## src/rtl/shared_reg_write_arbiter.sv

```systemverilog
// rtl/shared_reg_write_arbiter.sv - round-robin write arbiter owning one shared holding register
// Each committed write is followed by a settle window; clears are deferred to the next idle cycle.
module shared_reg_write_arbiter #(
    parameter int                NREQ       = 4,
    parameter int                WIDTH      = 8,
    parameter int                SETTLE_CYC = 2,
    parameter logic [WIDTH-1:0]  CLR_VAL    = '0
) (
    input  logic                    clock,
    input  logic                    reset,
    input  logic [NREQ-1:0]         req,
    input  logic [NREQ*WIDTH-1:0]   req_data,
    input  logic                    clr,
    output logic [NREQ-1:0]         gnt,
    output logic [NREQ-1:0]         ack,
    output logic [WIDTH-1:0]        q,
    output logic                    busy,
    output logic [15:0]             wr_count
);

    localparam int PW = (NREQ > 1) ? $clog2(NREQ) : 1;
    localparam int CW = (SETTLE_CYC > 1) ? $clog2(SETTLE_CYC + 1) : 1;

    typedef enum logic [1:0] {
        IDLE   = 2'd0,
        GRANT  = 2'd1,
        SETTLE = 2'd2
    } state_t;

    state_t          state;
    logic [PW-1:0]   ptr;
    logic [PW-1:0]   sel;
    logic [PW-1:0]   sel_nxt;
    logic [CW-1:0]   cnt;
    logic            clr_pend;
    logic            found;

    // First active requester at or after ptr, wrapping modulo NREQ.
    always_comb begin
        sel_nxt = ptr;
        found   = 1'b0;
        for (int k = 0; k < NREQ; k++) begin
            if (!found && req[(int'(ptr) + k) % NREQ]) begin
                sel_nxt = PW'((int'(ptr) + k) % NREQ);
                found   = 1'b1;
            end
        end
    end

    assign busy = (state != IDLE);

    always_ff @(posedge clock) begin
        if (reset) begin
            state    <= IDLE;
            q        <= CLR_VAL;
            gnt      <= '0;
            ack      <= '0;
            wr_count <= '0;
            clr_pend <= 1'b0;
            ptr      <= '0;
            sel      <= '0;
            cnt      <= '0;
        end else begin
            case (state)
                IDLE: begin
                    if (clr || clr_pend) begin
                        q        <= CLR_VAL;
                        clr_pend <= 1'b0;
                        cnt      <= '0;
                        state    <= SETTLE;
                    end else if (|req) begin
                        sel   <= sel_nxt;
                        gnt   <= NREQ'(1) << sel_nxt;
                        state <= GRANT;
                    end
                end
                GRANT: begin
                    gnt <= '0;
                    if (clr) clr_pend <= 1'b1;
                    // A requester that let go before commit forfeits its turn without moving ptr.
                    if (req[sel]) begin
                        q        <= req_data[sel*WIDTH +: WIDTH];
                        ack      <= NREQ'(1) << sel;
                        wr_count <= wr_count + 16'd1;
                        ptr      <= PW'((int'(sel) + 1) % NREQ);
                        cnt      <= '0;
                        state    <= SETTLE;
                    end else begin
                        state <= IDLE;
                    end
                end
                SETTLE: begin
                    ack <= '0;
                    if (clr) clr_pend <= 1'b1;
                    if (cnt == CW'(SETTLE_CYC - 1)) begin
                        state <= IDLE;
                    end else begin
                        cnt <= cnt + 1'b1;
                    end
                end
                default: state <= IDLE;
            endcase
        end
    end

endmodule

```

## config.mk

```make
export PLATFORM = sky130hd
export DESIGN_NAME = shared_reg_write_arbiter
export DESIGN_NICKNAME = d
export VERILOG_FILES = /design/src/rtl/shared_reg_write_arbiter.sv
export SDC_FILE = /design/constraint.sdc
export NUM_CORES = 1
export LEC_CHECK = 0
export ABC_AREA = 1
export CORE_MARGIN = 2
export CORE_UTILIZATION = 45
export CTS_BUF_LIST = sky130_fd_sc_hd__clkbuf_4
export DETAILED_ROUTE_END_ITERATION = 7
export PLACE_DENSITY = 0.75
export SLEW_MARGIN = 5
export SYNTH_ARGS = -nofsm -noshare
export SYNTH_HDL_FRONTEND = slang
export SYNTH_SLANG_ARGS = --single-unit
```

## constraint.sdc

```tcl
create_clock -name clock -period 1.8 [get_ports clock]
set_input_delay 0.27 -clock clock [delete_from_list [all_inputs] [get_ports clock]]
set_output_delay 0.27 -clock clock [all_outputs]
set_load 0.02 [all_outputs]
```

==> results of run 1 <==
==> cell usage after synthesis, types with 2 or more instances <==
master,n
o21ai_1,2
nor4_1,2
nand2_4,5
nor3_1,5
o21ai_0,29
nand3_2,4
a21oi_1,36
xnor2_1,2
nand3_1,16
buf_2,5
nor2_2,5
nand2_1,108
a21oi_2,4
nand4_1,3
o211a_1,2
o22ai_1,8
buf_6,2
inv_1,28
nor2_1,29
nor2_4,3
clkbuf_1,6
nand2_2,14
dfxtp_1,41
inv_2,7
ha_1,10
nand3_4,2
==> state kept, by name, summed over array words and instances, names as in the netlist <==
register,count
wr_count,16
q,8
ack,4
gnt,4
cnt,2
ptr,2
sel,2
state,2
clr_pend,1
==> cell type report <==
| class | instances | area, µm² |
|---|---|---|
| tap | 72 | 90.1 |
| multi-input combinational | 297 | 1610 |
| timing repair buffer | 96 | 921 |
| sequential | 41 | 827 |
| inverter | 38 | 149 |
| fill | 500 | 1900 |
| clock buffer | 5 | 37.5 |
| clock inverter | 2 | 35.0 |
==> worst min-delay path by stage <==
stage | slack (ns) | to | startpoint | depth (start not counted)
2_1_floorplan | 0.46 | ptr[0] | reset | 3
3_3_place_gp | 0.45 | q[1] | q[1] | 2
3_5_place_dp | 0.45 | q[7] | q[7] | 2
4_1_cts | 0.47 | q[7] | q[7] | 2
5_1_grt | 0.49 | q[6] | q[6] | 2
6_report | 0.47 | q[7] | q[7] | 2
==> worst reg2reg max path, cell delays in order, from the launching register on <==
cell and delay, ns:
dfxtp_2 0.36, inv_1 0.12, ha_4 0.16, inv_2 0.06, nor2_4 0.12, inv_2 0.05, nor2_2 0.13, inv_2 0.04
or2_1 0.24, nor2_2 0.13, nand2_1 0.08, a21oi_2 0.12
==> power groups by stage <==
stage	Clock, mW	Sequential [mW]	Combinational, mW
finish	0.587	1.16	2.12
global route	0.629	1.18	2.38
CTS	0.602	1.15	2.08
detailed placement	0	1.16	2.07
global placement	0	1.16	2.02
floorplan	0	1.17	1.36
==> per-layer routing <==
layer | vias to the layer above | wire (µm) | global-route usage
li1 | 1460 | - | -
met1 | 1299 | 3240 | 0.289
met2 | 58 | 3500 | 0.402
met3 | 3 | 376 | 0.0337
met4 | 0 | 21 | 0.0458
met5 | - | 0 | 0
==> cell families (layout without fill, tap and decap cells) <==
kind of cell / Yosys count / count (layout)
AO/OA/AOI/OAI: 85 / 85
XOR/XNOR: 3 / 3
adder cells (fa/ha/maj): 10 / 10
buffers and inverters: 52 / 141
flip-flops: 41 / 41
AND/OR/NAND/NOR: 199 / 199
==> timing repair <==
item                       CTS  global route
gates resized for setup      3            14
setup endpoints to repair    1            10
gates cloned                 0             0
hold buffers                 0             0
setup buffers                0             0
==> metrics by stage <==
step | instances | util | instance area (µm²) | hold WS, ns
floorplan | 390 | - | 2640 | 0.456
global placement | 544 | 0.638 | 3560 | 0.448
detailed placement | 544 | 0.638 | 3560 | 0.452
CTS | 551 | 0.652 | 3630 | 0.471
global route | 551 | 0.658 | 3670 | 0.491
finish | 551 | 0.658 | 3670 | 0.467
==> metrics.md, run 1 <==
| Metric | Value |
|---|---|
| Status | complete, no violations |
| Number of flops mapped to enable cells by yosys | 0 |
| Synth-to-layout area growth | 39.3% |
| P_sw | around 1.7 mW |
| Mean Syn Cell Area | between 6 and 7 µm² |
| Starting DRT DRC Count | about 160 |
| Combinational family with the most area after synthesis | simple AND/OR/NAND/NOR gates |
| CTS tree | done |
| CP arrival | 1.49 ns |
| Skew final | roughly 0.0085 ns |
| Worst Path Max Fanout | 6 |
| Critical path buffer and inverter count | 1 |
| Diodes inserted | 0 |
| Die width | approximately 81 µm |
| Input/output buffers | 71 |
| Sequential share of power | 0.300 |
| Synth area leaders | dfxtp_1, nand2_1, a21oi_1, o21ai_0, ha_1 |
| CTS Sinks | 41 |
| Hold crit path type | register to register |
| Final Routed Wirelength | a little over 7000 µm |
| Crit path time final | approximately 1.8 ns |
| Mux share of post-synthesis cell area | 0 |
| Initial core utilization | 0.473 |
| Worst Setup SP | wr_count[3] |
| Die area | approximately 6500 µm² |
| Reg2Reg Depth | 11 |
| Critical Path Start Type | register |
| Reg2reg start | state[1] |
| Fmax | 0.569 GHz |
| Overall Global Routing Usage | 0.226 |
| Via/cell ratio | a little over 5 |
| Pre-antenna DRT Iters | 4 |
| Post-synthesis simple-gate area fraction | 0.368 |
| Vias in the first global route | 2651 |
| DRC | 0 |
| Synth top area share | 0.311 |
| Post-synthesis compound-gate area fraction | 0.179 |
| First-pass GRT wire length | 11700 µm |
| Post-route ant nets | 0 |
| Leading area contributor after synthesis | dfxtp_1 |
| Clock network power share | 0.152 |
| Max stage delay cell, worst path | clkdlybuf4s50_1 |
| Critical Path End Type | primary output |
| Crit path largest cell delay | about 0.66 ns |
| Maximum VDD drop | just over 0.7 mV |
| RePlAce Congestion | around 0.85 |
| Critical path class | register to primary output |
| Pleak | between 1.5 and 2 nW |
| R2R Path End | gnt[2] |
| GR Overflow Total | 0 |
| Flop2flop setup slack | around 0.14 ns |
| Sw Ratio | 0.434 |
| Yosys cell types | 38 |
| Total power | 3.87 mW |
| Commonest non-fill, non-tap cell in the layout | nand2_1 |
| Num rows | 27 |
| Fraction of registers with async set/reset | 0 |
| Share of power burned in combinational logic | 0.548 |
| Final Hold Viols | 0 |
| Share of cells above drive strength 1 | 0.186 |
| Worst slack at placement | -0.100 ns |
| Top_reg_cell synth | dfxtp_1 |
| Crit path depth | 1 |
| CP Data Required Time | between 1.5 and 2 ns |
| Routed WL per cell | roughly 13 µm |
| Yosys reg bits | 41 |
| Hpwl dp | 5340 µm |
| Boundary Pins | slightly above 70 |
| CTS Buf Count | 5 |
| Largest net degree at the start of global routing | 24 |
| CP delay by family, top | buffers and inverters |
| Worst-path cell chain | clkdlybuf4s50_1 |
| Die height | a little over 80 µm |
| Worst-margin pin slew | approximately 0.46 ns |
| Max_cap viols | 0 |
| Worst setup path endpoint | wr_count[3] |
| Post-Synth Adder-Cell Area | 0.0475 |
| Clk_lat worst skew | ~0.35 ns |
| Antenna violations before repair | 0 |
| Clock-pin slew on the worst setup and hold paths | roughly 0.13 ns |
| Synth Cell Area | 2640 µm² |
| Syn Inst Count | 390 |
| Clock buffer depth | 2 |
| H-tree levels | 2 |
| Slew Limit Fails | 0 |
| Internal power | roughly 2.2 mW |
| Slew headroom | 0.687 |
| YS warnings | 0 |
| Final Cycle Share | 0.977 |
| Vias | around 2800 |
| Sequential fraction of the synthesis area | 0.311 |
| Nets | between 500 and 600 |
| Commonest non-fill, non-tap cells in the layout | nand2_1, clkdlybuf4s50_1, a21oi_1, dfxtp_1 |
| Fin worst setup slack | a little over 0.04 ns |
| Final setup vio count | 0 |
| Core box area | about 5600 µm² |
| Synth Area in XOR/XNOR | 0.00997 |
| Cell Pwr Density | 1050 nW/µm² |
| Total negative slack | 0 ns |
| Syn Nets | 439 |
| Root buffer cell | clkbuf_4 |
(Power assumes the default switching activity.)
==> run 2: changes to the inputs <==
--- a/config.mk
+++ b/config.mk
@@ -6,12 +6,12 @@
 export NUM_CORES = 1
 export LEC_CHECK = 0
 export ABC_AREA = 1
-export CORE_MARGIN = 2
 export CORE_UTILIZATION = 45
 export CTS_BUF_LIST = sky130_fd_sc_hd__clkbuf_4
 export DETAILED_ROUTE_END_ITERATION = 7
-export PLACE_DENSITY = 0.75
+export PLACE_DENSITY = 0.78
 export SLEW_MARGIN = 5
 export SYNTH_ARGS = -nofsm -noshare
 export SYNTH_HDL_FRONTEND = slang
 export SYNTH_SLANG_ARGS = --single-unit
+export TNS_END_PERCENT = 10
==> constraint.sdc (replaced) <==
create_clock -name clock -period 1.42 [get_ports clock]
set_input_delay 0.213 -clock clock [delete_from_list [all_inputs] [get_ports clock]]
set_output_delay 0.213 -clock clock [all_outputs]
set_load 0.02 [all_outputs]
==> run 2 against run 1 <==
Compared with the run above: the run now ends with negative setup slack left; register-to-register slack got worse by 0.32 ns; sequential share of layout area shrank 1.7 points; wire length increased by 9.3%; utilization is 6.1 points higher; via count up 7.4%; first-iteration DRC count rose by 7.6%; combinational power increased by 64%; die area is 4.9% lower; clock-buffer cell count unchanged; worst hold slack is essentially flat; critical path depth increased by 11; critical path type is now register to register.
==> metrics.md, run 2 (same netlist as run 1, synthesis figures left out) <==
| Metric | Value |
|---|---|
| Fin worst setup slack | -0.183 ns (-0.225 ns) |
| Hold crit path type | register to register |
| Antenna violations before repair | 0 (unchanged) |
| Die area | 6170 µm² (-4.9%) |
| GR Overflow Total | 0 (unchanged) |
| Pleak | 1.83 nW (+16%) |
| Boundary Pins | 72 (unchanged) |
| Top reg by flops | wr_count |
| RePlAce Congestion | 0.850 (+0.46%) |
| Top flop regs | wr_count (16), q (8) |
| Slew Limit Fails | 0 (unchanged) |
| Cell Pwr Density | 1430 nW/µm² (+35%) |
| Largest net degree at the start of global routing | 21 (-13%) |
| Max_cap viols | 0 (unchanged) |
| Synth-to-layout area growth | 52.1% |
| Critical Path End Type | register |
| Final Cycle Share | 1.13 |
| # fillers | 436 (-13%) |
| Clock buffer depth | 2 (unchanged) |
| Share of cells above drive strength 1 | 0.284 (+0.0979) |
| Clk_lat worst skew | 0.36 ns (about the same) |
| Commonest non-fill, non-tap cell in the layout | nand2_1 |
| Final Util | 0.719 (+0.0608) |
| Hpwl dp | 5210 µm (-2.4%) |
| DRC | 0 (unchanged) |
| Core box area | 5570 µm² (unchanged) |
| Die width | 78.5 µm (-2.5%) |
| CP Data Required Time | 1.68 ns (+0.15 ns) |
| Slew headroom | 0.747 (+0.0599) |
| Pre-antenna DRT Iters | 8 (+4) |
| Worst Path Max Fanout | 7 (+1) |
| Num rows | 27 (unchanged) |
| Input/output buffers | 71 (unchanged) |
| Routed WL per cell | 13.5 µm (+4.6%) |
| First-pass GRT wire length | 11400 µm (-3.3%) |
| CTS tree | done |
| Total power | 5.72 mW (+48%) |
| Post-route ant nets | 0 (unchanged) |
| Max reg flops | 16 (unchanged) |
| Diodes inserted | 0 (unchanged) |
| Critical Path Start Type | register |
| Flop2flop setup slack | -0.18 ns (-0.32 ns) |
| Critical path class | register to register |
| Skew final | 0.00737 ns (-0.00117 ns) |
| Commonest non-fill, non-tap cells in the layout | nand2_1, buf_4, clkdlybuf4s50_1 |
| Total negative slack | -1.31 ns (-1.31 ns) |
| Crit path time final | 1.60 ns |
| Starting DRT DRC Count | 169 (+7.6%) |
| Hold buffers post-CTS | 0 (unchanged) |
| Status | complete, but fails checks |
| RSZ-0062 raised after global routing | true |
| Vias in the first global route | 2591 (-2.3%) |
| Final Routed Wirelength | 7800 µm (+9.3%) |
| Via/cell ratio | 5.26 (+2.8%) |
| Fmax | between 0.6 and 0.7 GHz |
| Die height | 78.5 µm (-2.5%) |
| Root buffer cell | clkbuf_4 |
| Clock-pin slew on the worst setup and hold paths | 0.13 ns (about the same) |
| Initial core utilization | 0.473 (unchanged) |
| Worst-margin pin slew | 0.379 ns (-0.0854 ns) |
| Nets | 552 (+4.5%) |
| H-tree levels | 2 (unchanged) |
| Final setup vio count | 20 (+20) |
| Maximum VDD drop | 1.01 mV (+41%) |
| CP arrival | 1.87 ns (+0.38 ns) |
| CTS Buf Count | 5 (unchanged) |
| Overall Global Routing Usage | 0.228 (+0.00167) |
| Final Hold Viols | 0 (unchanged) |
| Vias | 3030 (+7.4%) |
| CTS Sinks | 41 (unchanged) |
| Violated checks | negative setup slack |
| Worst slack at placement | -0.426 ns (-0.326 ns) |
[run 2: changes by cell type in the layout (fill, tap and decap cells not counted), moves of 4 or more]
cell	previous run	this run
buf_4	23	47
clkdlybuf4s50_1	68	38
dlygate4sd2_1	0	30
nand2_1	108	95
nand2_2	14	23
nand2_4	5	9
nor2_4	3	7
[run 2: power by group]
| part | leakage (nW) | switching (mW) | internal [mW] |
|---|---|---|---|
| Sequential | 0.336 | 0.139 | 1.32 |
| Combinational | 1.46 | 1.98 | 1.49 |
| Clock | 0.0389 | 0.418 | 0.365 |
| Total | 1.83 | 2.54 | 3.18 |
[run 2: final cells by class]
class / count / area, µm² / share of cell area
clock buffer: 5 / 37.5 / 0.00936
tap: 72 / 90.1 / 0.0225
sequential: 41 / 835 / 0.208
multi-input combinational: 297 / 1780 / 0.444
clock inverter: 3 / 41.3 / 0.0103
timing repair buffer: 120 / 1060 / 0.265
inverter: 38 / 164 / 0.0409
[run 2: final timing paths]
check,startpoint,end,depth (start not counted)
min,ack[2],ack[2],2
min reg2reg,ack[2],ack[2],2
max,ptr[0],sel[1],12
max reg2reg,ptr[0],sel[1],12
[run 2: repair_timing]
action,4_1_cts,5_1_grt
pin swaps,0,21
setup buffers,0,6
setup endpoints to repair,62,37
resized for setup,45,55
[run 2: critical path, cell delays in order (launching register included)]
cell     delay (ns)
dfxtp_4        0.42
buf_8          0.14
nand2_4        0.06
nand2_1        0.07
nand2_1        0.06
nand2_1        0.11
nand3_4        0.09
inv_2          0.07
nand2_1        0.06
nand3_2        0.08
nand2_2        0.10
o21ai_1        0.18
inv_1          0.05
[run 2: metrics by stage]
stage	std cells	cell area (µm²)	hold slack [ns]
finish	576	4010	0.468
global route	576	4010	0.487
CTS	570	3770	0.468
detailed placement	562	3710	0.453
global placement	562	3710	0.447
floorplan	390	2660	0.392
[run 2: metal layers]
metal  vias up  track usage  wire length, µm
met1      1416        0.295             3330
li1       1502            -                -
met3        14       0.0395              381
met5         -            0                0
met4         0       0.0778              123
met2        98        0.378             3960
==> run 3: changes to the inputs <==
==> constraint.sdc (replaced) <==
create_clock -name clock -period 1.42 [get_ports clock]
set_input_delay 0.142 -clock clock [delete_from_list [all_inputs] [get_ports clock]]
set_output_delay 0.142 -clock clock [all_outputs]
set_load 0.02 [all_outputs]
==> run 3 against run 2 <==
Compared with the run above: the flow still finishes with violations (negative setup slack); sequential power about the same; largest power group unchanged; flip-flop and latch count unchanged; wire length fell by 5.6%; setup slack better by 0.085 ns; die area stayed put; via count shrank 2.1%.
==> metrics.md, run 3 (same netlist as run 1, synthesis figures left out) <==
| Metric | Value |
|---|---|
| Overall Global Routing Usage | 0.235 (+0.00712) |
| # fillers | 464 (+6.4%) |
| Vias in the first global route | 2671 (+3.1%) |
| Vias | 2965 (-2.1%) |
| Cell Pwr Density | 1340 nW/µm² (-5.8%) |
| CP Data Required Time | 1.68 ns (about the same) |
| Hold path depth | 3 (+1) |
| Num rows | 27 (unchanged) |
| First-pass GRT wire length | 11600 µm (+2.6%) |
| Die area | 6170 µm² (unchanged) |
| Met3 Track Usage GR | 0.0535 (+0.0140) |
| R2R Path End | sel[0] |
| Initial core utilization | 0.473 (unchanged) |
| Via/cell ratio | 5.18 (-1.5%) |
| Commonest non-fill, non-tap cell in the layout | nand2_1 |
| CTS tree | done |
| Nets | 549 (-0.54%) |
| Final setup vio count | 15 (-25%) |
| H-tree levels | 2 (unchanged) |
| Clock buffer depth | 2 (unchanged) |
| Diodes inserted | 0 (unchanged) |
| Largest net degree at the start of global routing | 21 (unchanged) |
| Core box area | 5570 µm² (unchanged) |
| Pre-antenna DRT Iters | 5 (-3) |
| Skew final | 0.00339 ns (-0.00398 ns) |
| Hold buffers post-CTS | 0 (unchanged) |
| Post-route cell area | 3940 µm² (-1.6%) |
| Fin worst setup slack | -0.0988 ns (+0.0846 ns) |
| Met2 usage | 0.396 (+0.0174) |
| Final Cycle Share | 1.07 (-0.0595) |
| Fmax | 0.658 GHz (+5.6%) |
| GR Overflow Total | 0 (unchanged) |
| Input/output buffers | 71 (unchanged) |
| Top reg by flops | wr_count |
| Reg2Reg Depth | 12 (unchanged) |
| GRT busiest layer | met2 |
| Root buffer cell | clkbuf_4 |
| Critical Path End Type | register |
| Worst Min Path Start | clr |
| Pleak | 1.82 nW (-1.0%) |
| Slew Limit Fails | 0 (unchanged) |
| Max reg flops | 16 (unchanged) |
| Hpwl dp | 5210 µm (about the same) |
| Post-route ant nets | 0 (unchanged) |
| Max_cap viols | 0 (unchanged) |
| Die width | 78.5 µm (unchanged) |
| Worst Path Max Fanout | 11 (+4) |
| Reg2reg start | ptr[0] |
| Flop2flop setup slack | -0.1 ns (+0.08 ns) |
| Post-DP Area | 3710 µm² (-0.20%) |
| Clock-pin slew on the worst setup and hold paths | 0.11 ns (-0.02 ns) |
| Commonest non-fill, non-tap cells in the layout | nand2_1, buf_4, clkdlybuf4s50_1 |
| Synth-to-layout area growth | 49.7% |
| Hold crit path type | input port to register |
| Worst-margin pin slew | 0.402 ns (+0.0231 ns) |
| Die height | 78.5 µm (unchanged) |
| Boundary Pins | 72 (unchanged) |
| Top flop regs | wr_count (16), q (8) |
| Share of cells above drive strength 1 | 0.298 (+0.0143) |
| Violated checks | negative setup slack |
| Maximum VDD drop | 0.883 mV (-13%) |
| Critical Path Start Type | register |
| CTS Sinks | 41 (unchanged) |
| Starting DRT DRC Count | 134 (-21%) |
| Total power | 5.30 mW (-7.3%) |
| RePlAce Congestion | 0.838 (-1.4%) |
| CP arrival | 1.78 ns (-0.09 ns) |
| Final Routed Wirelength | 7370 µm (-5.6%) |
| DRC | 0 (unchanged) |
| CTS Buf Count | 5 (unchanged) |
| Antenna violations before repair | 0 (unchanged) |
| Final Hold Viols | 0 (unchanged) |
| Clk_lat worst skew | 0.36 ns (about the same) |
| Hold EP | clr_pend |
| Crit path time final | 1.52 ns (-0.0846 ns) |
| RSZ-0062 raised after global routing | true |
| Slew headroom | 0.732 (-0.0154) |
| Status | complete, but fails checks |
| Critical path class | register to register |
| Routed WL per cell | 12.9 µm (-4.9%) |
| Met1 usage | 0.294 (-0.00130) |
==> run 3: worst max path at each step <==
stage,startpoint,endpoint,slack [ns],depth (start not counted)
global placement,req[2],gnt[0],-0.30,10
detailed placement,req[2],gnt[1],-0.34,10
finish,ptr[0],sel[0],-0.1,12
floorplan,state[1],gnt[0],-0.05,11
CTS,state[0],gnt[0],-0.10,11
global route,ptr[0],gnt[2],-0.23,13
==> run 3: report_power, final <==
group / total, mW / internal [mW] / switching (mW)
clock: 0.570 / 0.199 / 0.371
sequential: 1.46 / 1.32 / 0.137
combinational: 3.27 / 1.42 / 1.86
total: 5.30 / 2.93 / 2.37
==> run 3: timing repair <==
item,in CTS,in global routing
setup endpoints to repair,62,37
buffers inserted,2,2
resized for setup,56,48
pin swaps,7,15
==> run 3: metal layers <==
| metal | wire [µm] | vias to the layer above |
|---|---|---|
| met5 | 0 | - |
| met1 | 3220 | 1383 |
| met3 | 432 | 5 |
| li1 | - | 1490 |
| met4 | 53 | 0 |
| met2 | 3660 | 87 |
==> run 3: area by class of cell <==
type,instances,area (µm²),area share
flip-flops and latches,41,841,0.213
clock inverters,1,3.75,0.000952
repair buffers,117,1040,0.263
multi-input cells,297,1760,0.446
clock buffers,6,45.0,0.0114
well taps,72,90.1,0.0228
inverters,38,165,0.0419
==> run 3: stage by stage <==
stage | setup WS [ns] | cells | util | setup TNS (ns) | hold WS [ns]
6_report | -0.0988 | 572 | 0.708 | -0.653 | 0.422
5_1_grt | -0.226 | 572 | 0.708 | -2.60 | 0.469
4_1_cts | -0.104 | 570 | 0.680 | -0.947 | 0.417
3_5_place_dp | -0.336 | 561 | 0.665 | -9.05 | 0.453
3_3_place_gp | -0.302 | 561 | 0.665 | -8.13 | 0.447
2_1_floorplan | -0.0534 | 390 | - | -0.336 | 0.321
==> run 3: worst max-delay path, cell delays in order (launching register included) <==
cell	delay, ns
dfxtp_4	0.39
inv_6	0.10
nand2_1	0.10
nand2_4	0.10
nand2_1	0.05
nand2_1	0.07
nand2_2	0.08
inv_2	0.07
nand2_4	0.07
nand2_2	0.07
nand2_2	0.08
o21ai_0	0.18
inv_1	0.06
